File: src/rtl/lc_ctrl_pwr_seq_if.sv
// lc_ctrl power/clock-bypass handshake bundle.
//   lc_init     : sequencer -> lc_ctrl, pwr_lc_req.lc_init
//   lc_done     : lc_ctrl -> sequencer, pwr_lc_rsp.lc_done
//   lc_idle     : lc_ctrl -> sequencer, pwr_lc_rsp.lc_idle
//   clk_byp_req : lc_ctrl -> sequencer, lc_tx_t clock-bypass request
//   clk_byp_ack : sequencer -> lc_ctrl, lc_tx_t clock-bypass acknowledge
// master = sequencer side, slave = lc_ctrl side.
interface lc_ctrl_pwr_seq_if;
    logic       lc_init;
    logic       lc_done;
    logic       lc_idle;
    logic [3:0] clk_byp_req;
    logic [3:0] clk_byp_ack;

    modport master (
        output lc_init,
        output clk_byp_ack,
        input  lc_done,
        input  lc_idle,
        input  clk_byp_req
    );

    modport slave (
        input  lc_init,
        input  clk_byp_ack,
        output lc_done,
        output lc_idle,
        output clk_byp_req
    );
endinterface

File: src/rtl/lc_ctrl_pwr_seq.sv
// lc_ctrl power-up sequencer and clock-bypass responder.
//   Waits INIT_DELAY cycles after cptra_pwrgood, raises lc_init until lc_done (or a
//   DONE_TIMEOUT expiry), and acks lc_clk_byp_req after BYP_ACK_DELAY cycles of On.
// Ports:
//   clk, reset_n    : clock, asynchronous active-low reset
//   cptra_pwrgood   : power good; low returns the sequencer to idle
//   restart_i       : re-run the init sequence from DONE or ERR
//   lc_if           : lc_ctrl handshake bundle (master side)
//   init_busy_o     : sequencer is delaying or requesting
//   init_done_o     : lc_done received
//   init_err_o      : lc_done timed out (sticky)
//   lc_ready_o      : init_done_o & lc_idle
module lc_ctrl_pwr_seq #(
    parameter int unsigned INIT_DELAY    = 500,
    parameter int unsigned DONE_TIMEOUT  = 4096,
    parameter int unsigned BYP_ACK_DELAY = 4,
    parameter int unsigned CNT_W         = 16
) (
    input  logic                   clk,
    input  logic                   reset_n,
    input  logic                   cptra_pwrgood,
    input  logic                   restart_i,
    lc_ctrl_pwr_seq_if.master      lc_if,
    output logic                   init_busy_o,
    output logic                   init_done_o,
    output logic                   init_err_o,
    output logic                   lc_ready_o
);
    localparam logic [3:0]       LcTxOn    = 4'b0101;
    localparam logic [3:0]       LcTxOff   = 4'b1010;
    localparam logic [CNT_W-1:0] InitLast  = CNT_W'(INIT_DELAY - 1);
    localparam logic [CNT_W-1:0] ToLast    = CNT_W'(DONE_TIMEOUT - 1);
    localparam logic [CNT_W-1:0] BypDelay  = CNT_W'(BYP_ACK_DELAY);
    localparam logic [CNT_W-1:0] CntMax    = '1;
    localparam logic [CNT_W-1:0] CntOne    = CNT_W'(1);

    typedef enum logic [2:0] {StIdle, StDelay, StReq, StDone, StErr} state_e;

    state_e           state_q, state_d;
    logic [CNT_W-1:0] cnt_q, cnt_d, cnt_inc;
    logic [CNT_W-1:0] byp_cnt_q, byp_cnt_d;
    logic             lc_init_q, lc_init_d;
    logic             busy_q, busy_d;
    logic             done_q, done_d;
    logic             err_q, err_d;
    logic [3:0]       ack_q, ack_d;
    logic             req_on;

    // Sequencer next state
    always_comb begin
        state_d = state_q;
        cnt_d   = cnt_q;
        cnt_inc = (cnt_q == CntMax) ? cnt_q : cnt_q + CntOne;
        if (!cptra_pwrgood) begin
            // Power loss overrides restart and lc_done
            state_d = StIdle;
            cnt_d   = '0;
        end else begin
            unique case (state_q)
                StIdle: begin
                    state_d = StDelay;
                    cnt_d   = '0;
                end
                StDelay: begin
                    if (cnt_q == InitLast) begin
                        state_d = StReq;
                        cnt_d   = '0;
                    end else begin
                        cnt_d = cnt_inc;
                    end
                end
                StReq: begin
                    // lc_done wins over a coincident timeout
                    if (lc_if.lc_done) begin
                        state_d = StDone;
                        cnt_d   = '0;
                    end else if (cnt_q == ToLast) begin
                        state_d = StErr;
                        cnt_d   = '0;
                    end else begin
                        cnt_d = cnt_inc;
                    end
                end
                StDone, StErr: begin
                    if (restart_i) begin
                        state_d = StDelay;
                        cnt_d   = '0;
                    end
                end
                default: begin
                    state_d = StIdle;
                    cnt_d   = '0;
                end
            endcase
        end

        // Outputs are registered copies of the next-state decode
        lc_init_d = (state_d == StReq);
        busy_d    = (state_d == StDelay) || (state_d == StReq);
        done_d    = (state_d == StDone);
        err_d     = (state_d == StErr);
    end

    // Clock bypass: count consecutive On samples; anything else drops the ack
    always_comb begin
        req_on    = (lc_if.clk_byp_req == LcTxOn);
        byp_cnt_d = '0;
        ack_d     = LcTxOff;
        if (req_on) begin
            byp_cnt_d = (byp_cnt_q == CntMax) ? byp_cnt_q : byp_cnt_q + CntOne;
            if (byp_cnt_d >= BypDelay) begin
                ack_d = LcTxOn;
            end
        end
    end

    always_ff @(posedge clk or negedge reset_n) begin
        if (!reset_n) begin
            state_q   <= StIdle;
            cnt_q     <= '0;
            byp_cnt_q <= '0;
            lc_init_q <= 1'b0;
            busy_q    <= 1'b0;
            done_q    <= 1'b0;
            err_q     <= 1'b0;
            ack_q     <= LcTxOff;
        end else begin
            state_q   <= state_d;
            cnt_q     <= cnt_d;
            byp_cnt_q <= byp_cnt_d;
            lc_init_q <= lc_init_d;
            busy_q    <= busy_d;
            done_q    <= done_d;
            err_q     <= err_d;
            ack_q     <= ack_d;
        end
    end

    assign lc_if.lc_init     = lc_init_q;
    assign lc_if.clk_byp_ack = ack_q;
    assign init_busy_o       = busy_q;
    assign init_done_o       = done_q;
    assign init_err_o        = err_q;
    assign lc_ready_o        = done_q & lc_if.lc_idle;
endmodule
File: src/flat_wrapper.sv
// flat-port wrapper written by rule: the top's interface ports become plain ports
module lc_ctrl_pwr_seq_flat 
#(
    parameter int unsigned INIT_DELAY    = 500,
    parameter int unsigned DONE_TIMEOUT  = 4096,
    parameter int unsigned BYP_ACK_DELAY = 4,
    parameter int unsigned CNT_W         = 16
)
  (clk, reset_n, cptra_pwrgood, restart_i, init_busy_o, init_done_o, init_err_o, lc_ready_o, lc_if_lc_init, lc_if_clk_byp_ack, lc_if_lc_done, lc_if_lc_idle, lc_if_clk_byp_req);
  lc_ctrl_pwr_seq_if lc_if_i ();
  input  logic clk;
  input  logic reset_n;
  input  logic cptra_pwrgood;
  input  logic restart_i;
  output logic init_busy_o;
  output logic init_done_o;
  output logic init_err_o;
  output logic lc_ready_o;
  output wire logic [$bits(lc_if_i.lc_init)-1:0] lc_if_lc_init;
  output wire logic [$bits(lc_if_i.clk_byp_ack)-1:0] lc_if_clk_byp_ack;
  input wire logic [$bits(lc_if_i.lc_done)-1:0] lc_if_lc_done;
  input wire logic [$bits(lc_if_i.lc_idle)-1:0] lc_if_lc_idle;
  input wire logic [$bits(lc_if_i.clk_byp_req)-1:0] lc_if_clk_byp_req;
  assign lc_if_lc_init = lc_if_i.lc_init;
  assign lc_if_clk_byp_ack = lc_if_i.clk_byp_ack;
  assign lc_if_i.lc_done = lc_if_lc_done;
  assign lc_if_i.lc_idle = lc_if_lc_idle;
  assign lc_if_i.clk_byp_req = lc_if_clk_byp_req;
  lc_ctrl_pwr_seq #(.INIT_DELAY(INIT_DELAY), .DONE_TIMEOUT(DONE_TIMEOUT), .BYP_ACK_DELAY(BYP_ACK_DELAY), .CNT_W(CNT_W)) u_core (.clk(clk), .reset_n(reset_n), .cptra_pwrgood(cptra_pwrgood), .restart_i(restart_i), .lc_if(lc_if_i), .init_busy_o(init_busy_o), .init_done_o(init_done_o), .init_err_o(init_err_o), .lc_ready_o(lc_ready_o));
endmodule
File: config.mk
export PLATFORM = sky130hd
export DESIGN_NAME = lc_ctrl_pwr_seq_flat
export DESIGN_NICKNAME = d
export VERILOG_FILES = /design/src/rtl/lc_ctrl_pwr_seq_if.sv /design/src/rtl/lc_ctrl_pwr_seq.sv /design/src/flat_wrapper.sv
export SDC_FILE = /design/constraint.sdc
export NUM_CORES = 1
export LEC_CHECK = 0
export CORE_ASPECT_RATIO = 0.75
export CORE_MARGIN = 4
export CORE_UTILIZATION = 58
export CTS_CLUSTER_DIAMETER = 30
export DETAILED_ROUTE_END_ITERATION = 8
export GPL_TIMING_DRIVEN = 1
export HOLD_SLACK_MARGIN = 0.05
export PLACE_DENSITY = 0.9
export RECOVER_POWER = 100
export SLEW_MARGIN = 15
export SYNTH_ARGS = -nofsm -noshare
export SYNTH_HDL_FRONTEND = slang
export SYNTH_SLANG_ARGS = --single-unit
File: constraint.sdc
create_clock -name clk -period 3.5 [get_ports clk]
set_clock_uncertainty 0.1 [all_clocks]
set_input_delay 0.525 -clock clk [delete_from_list [all_inputs] [get_ports clk]]
set_output_delay 0.525 -clock clk [all_outputs]
set_load 0.05 [all_outputs]
==> metrics.sh <==
STATUS='finished with violations'
VIOLATIONS='capacitance limit, slew limit'
FILLERS=324
NUMCLOCKSINKS=41
DRC=0
FIN_HOLD_WS_NS=0.452
HOLDPATHEND='u_core.cnt_q[11]'
ROUTE.FINAL.WIRE_LENGTH_UM=5360
SYNTH_NETS=281
COMMONEST_NON_FILL_NON_TAP_CELLS_IN_THE_LAYOUT='40 x sky130_fd_sc_hd__dfrtp_1, 28 x sky130_fd_sc_hd__nor2_1, 21 x sky130_fd_sc_hd__a21oi_1'
POWER.LEAKAGE_uW=0.00108
FIRST_GLOBAL_VIAS=1994
POSTSYNTHCELLCOUNT=269
CHIP_HEIGHT_UM=64.0
COMB_POWER_SHARE_PCT=4.7
HOLDCRITPATHCLASS='reg2reg'
YOSYS.CELL_TYPES.COUNT=56
FIN_NETS=296
CTS_STAGE_HOLD_BUFFER_COUNT=0
SYNTH-EDFF-COUNT=0
GLOBALROUTETOTALUTIL_PCT=22.8
GRT_SETUP_UNREPAIRED='no'
LAYOUT_COMMONEST_CELL='sky130_fd_sc_hd__dfrtp_1'
WORST_SLEW_MARGIN_REL_PCT=-40.3
PATH_MAX_FANOUT=21
PLACED_CELL_AREA_UM2=2620
PORT_BUFFERS=18
FLOORPLAN.INITIALDENSITY_PCT=60.1
HOLDPATHSTAGES=1
DIE_W_UM=82.6
VIAS=2194
GRT_START_MAX_NET_PINS=42
WORST_R2R_ENDPOINT='u_core.cnt_q[13]'
CAP_VIOLATIONS=1
FP.COREAREA_UM2=4030
SEQ_POWER_SHARE_PCT=51.8
DETAIL_ROUTE.FIRST_PASS.ITERATIONS=6
BEGINNING_OF_THE_WORST_HOLD_PATH='u_core.cnt_q[11]'
PLACE_CONGESTION=0.958
TIMING.CRITICAL_PATH.FROM_TYPE='flop'
SYNTH_SEQ_CELLS=41
DRT-WIRELENGTH-PER-CELL_UM=15.8
MAX_LAYER_USED='met4'
CLK_PIN_SLEW_WORST_PATHS_NS=0.08
POWER.DENSITY_nW_PER_UM2=343
CTS_TREE='done'
ASYNC_FLOP_SHARE_PCT=100
POWER.SWITCHING_FRACTION_PCT=21.7
FINALSETUPTNS_NS=0
YS.WARNINGS.COUNT=0
WORSTMARGINPINSLEW_NS=2.10
ROOT_BUFFER='sky130_fd_sc_hd__clkbuf_8'
WORST_EP_REQUIRED_TIME_NS=3.58
LAYOUT_WORST_PATH_CYCLE_SHARE_PCT=87.2
CTSHTREEMAXLEVEL=2
IO_PINS=19
FINAL_HOLD_VIOL_COUNT=0
CRITPATHLAUNCH='u_core.cnt_q[12]'
FINALINSTANCEAREA_UM2=2700
TOTAL_SWITCHING_POWER_uW=200
RR_WORST_DEPTH=7
SYNTH_FF_TYPE='sky130_fd_sc_hd__dfrtp_1'
DRTITER0DRC=243
PLACEMENT_ROWS=20
POSTSYNTHAREAPERCELL_UM2=9.00
POST_SYNTH_INSTANCE_AREA_UM2=2420
AREA_ADDED_BETWEEN_SYNTHESIS_AND_FINISH_PCT=11.5
GRT.OVERFLOW.TOTAL=0
GRT_PASS1_WL_UM=9240
SYNTH_SEQ_AREA_SHARE_PCT=42.4
DETAILED_PLACE_HPWL_UM=3730
DETAIL_ROUTE.WIRELENGTH.MET1_UM=2530
TIMING.CRITICAL_PATH.TO_TYPE='flop'
MET3WIRELENGTH_UM=383
FINAL-MAX-SLEW-VIOLATION-COUNT=42
POST_CTS_SETUP_BUFFER_COUNT=0
RESIZE_COUNT_POST_CTS=0
VDD_IR_DROP_MAX_uV=203
WORSTSKEWPAIRLATENCY_NS=0.30
FINAL_ANT_VIOL_NETS=0
WORST-SETUP-PATH-TYPE='reg2reg'
TRITONCTS.NUM_BUFFERS=5
CRITPATHARRIVALTIME_NS=3.14
FINALSETUPVIOLCOUNT=0
MET2_LENGTH_UM=2320
ROUTED_VIA_DENSITY=6.45
DESIGN.DIE.AREA_UM2=5280
DRIVE_ABOVE_1_SHARE_PCT=4.56
REG2REG_SLACK_NS=0.45
ANTENNA_CELLS_INSERTED=0
ORIGIN_OF_THE_CRITICAL_FLOP_TO_FLOP_PATH='u_core.cnt_q[12]'
MAXCLOCKFREQUENCY_GHz=0.328
FINALWORSTPATHREQUIREDPERIOD_NS=3.05
ANTENNA_VIOLATIONS_BEFORE_REPAIR=0
MAX-CLOCK-PATH-BUFFERS=2
INTPOWER_uW=725
FRACTION_OF_POWER_CONSUMED_BY_THE_CLOCK_NETWORK_PCT=43.6
-- critical path, stage by stage, from the launching register on --
cell,delay [ns]
sky130_fd_sc_hd__dfrtp_1,0.44
sky130_fd_sc_hd__or4_1,0.59
sky130_fd_sc_hd__nor4_1,0.63
sky130_fd_sc_hd__a2bb2oi_4,0.24
sky130_fd_sc_hd__nor2_1,0.06
sky130_fd_sc_hd__clkbuf_1,0.38
sky130_fd_sc_hd__a21o_1,0.27
sky130_fd_sc_hd__a22o_1,0.22
-- worst max path at each step --
stage,endpoint,slack (ns)
3_5_place_dp,u_core.cnt_q[13],0.82
5_1_grt,u_core.cnt_q[13],0.36
2_1_floorplan,u_core.init_busy_o,1.10
4_1_cts,u_core.cnt_q[13],0.79
6_report,u_core.cnt_q[13],0.45
3_3_place_gp,u_core.cnt_q[7],0.89
-- power groups by stage --
stage	combinational, uW	clock, uW	sequential [uW]
after CTS	45.5	405	479
after global placement	44.0	0	488
after global routing	48.4	424	479
final	43.2	403	479
after detailed placement	45.4	0	488
after floorplan	19.7	0	490
-- cell usage after synthesis, types with 6 or more instances --
| master | count | area share (%) |
|---|---|---|
| sky130_fd_sc_hd__o21ai_1 | 6 | 1.2 |
| sky130_fd_sc_hd__xnor2_1 | 6 | 2.2 |
| sky130_fd_sc_hd__nand2_1 | 15 | 2.3 |
| sky130_fd_sc_hd__a21oi_1 | 21 | 4.3 |
| sky130_fd_sc_hd__and3_1 | 7 | 1.8 |
| sky130_fd_sc_hd__nand4_1 | 11 | 2.8 |
| sky130_fd_sc_hd__dfrtp_1 | 40 | 41 |
| sky130_fd_sc_hd__inv_1 | 8 | 1.2 |
| sky130_fd_sc_hd__o21ai_0 | 8 | 1.7 |
| sky130_fd_sc_hd__nand3_1 | 20 | 4.1 |
| sky130_fd_sc_hd__or3_1 | 6 | 1.5 |
| sky130_fd_sc_hd__nor2_1 | 28 | 4.3 |
| sky130_fd_sc_hd__nor3_1 | 6 | 1.2 |
-- per-stage QoR --
step | util (%) | power (uW) | setup slack [ns] | instances
after floorplan | - | 509 | 1.10 | 269
after global placement | 65.0 | 532 | 0.891 | 332
after detailed placement | 65.0 | 533 | 0.816 | 332
after CTS | 67.9 | 929 | 0.793 | 340
after global routing | 67.0 | 952 | 0.359 | 340
final | 67.0 | 925 | 0.447 | 340
-- kinds of logic (layout without fill, tap and decap cells) --
kind of cell             Yosys count  in the layout  synth area share [%]
AO/OA/AOI/OAI                     65             65                  18.6
XOR/XNOR                          10             10                  3.62
adder cells (fa/ha/maj)            2              2                  1.03
buffers and inverters             20             36                  3.82
flip-flops                        41             41                  42.4
multiplexers                       6              6                  2.53
AND/OR/NAND/NOR                  125            125                  28.0
-- area by class of cell --
type / instances / area [um^2] / share of cell area (%)
clock buffers: 7 / 86.3 / 3.20
clock inverters: 1 / 30.0 / 1.11
inverters: 8 / 30.0 / 1.11
multi-input cells: 208 / 1270 / 47.1
flip-flops and latches: 41 / 1030 / 38.0
well taps: 55 / 68.8 / 2.55
repair buffers: 20 / 185 / 6.86
-- registers in the layout (all words and copies together) (netlist names) --
signal	cells
u_core.byp_cnt_q	16
u_core.cnt_q	16
u_core.state_q	3
u_core.lc_if.clk_byp_ack	2
u_core.init_busy_o	1
u_core.init_done_o	1
u_core.init_err_o	1
u_core.lc_if.lc_init	1
-- layer usage --
layer  up-vias  GRT usage (%)
li1       1036              -
met1      1042           32.8
met2       103           32.4
met3        13           5.35
met4         0           10.4
met5         -              0
No activity file was read; power rests on OpenSTA's default activity.
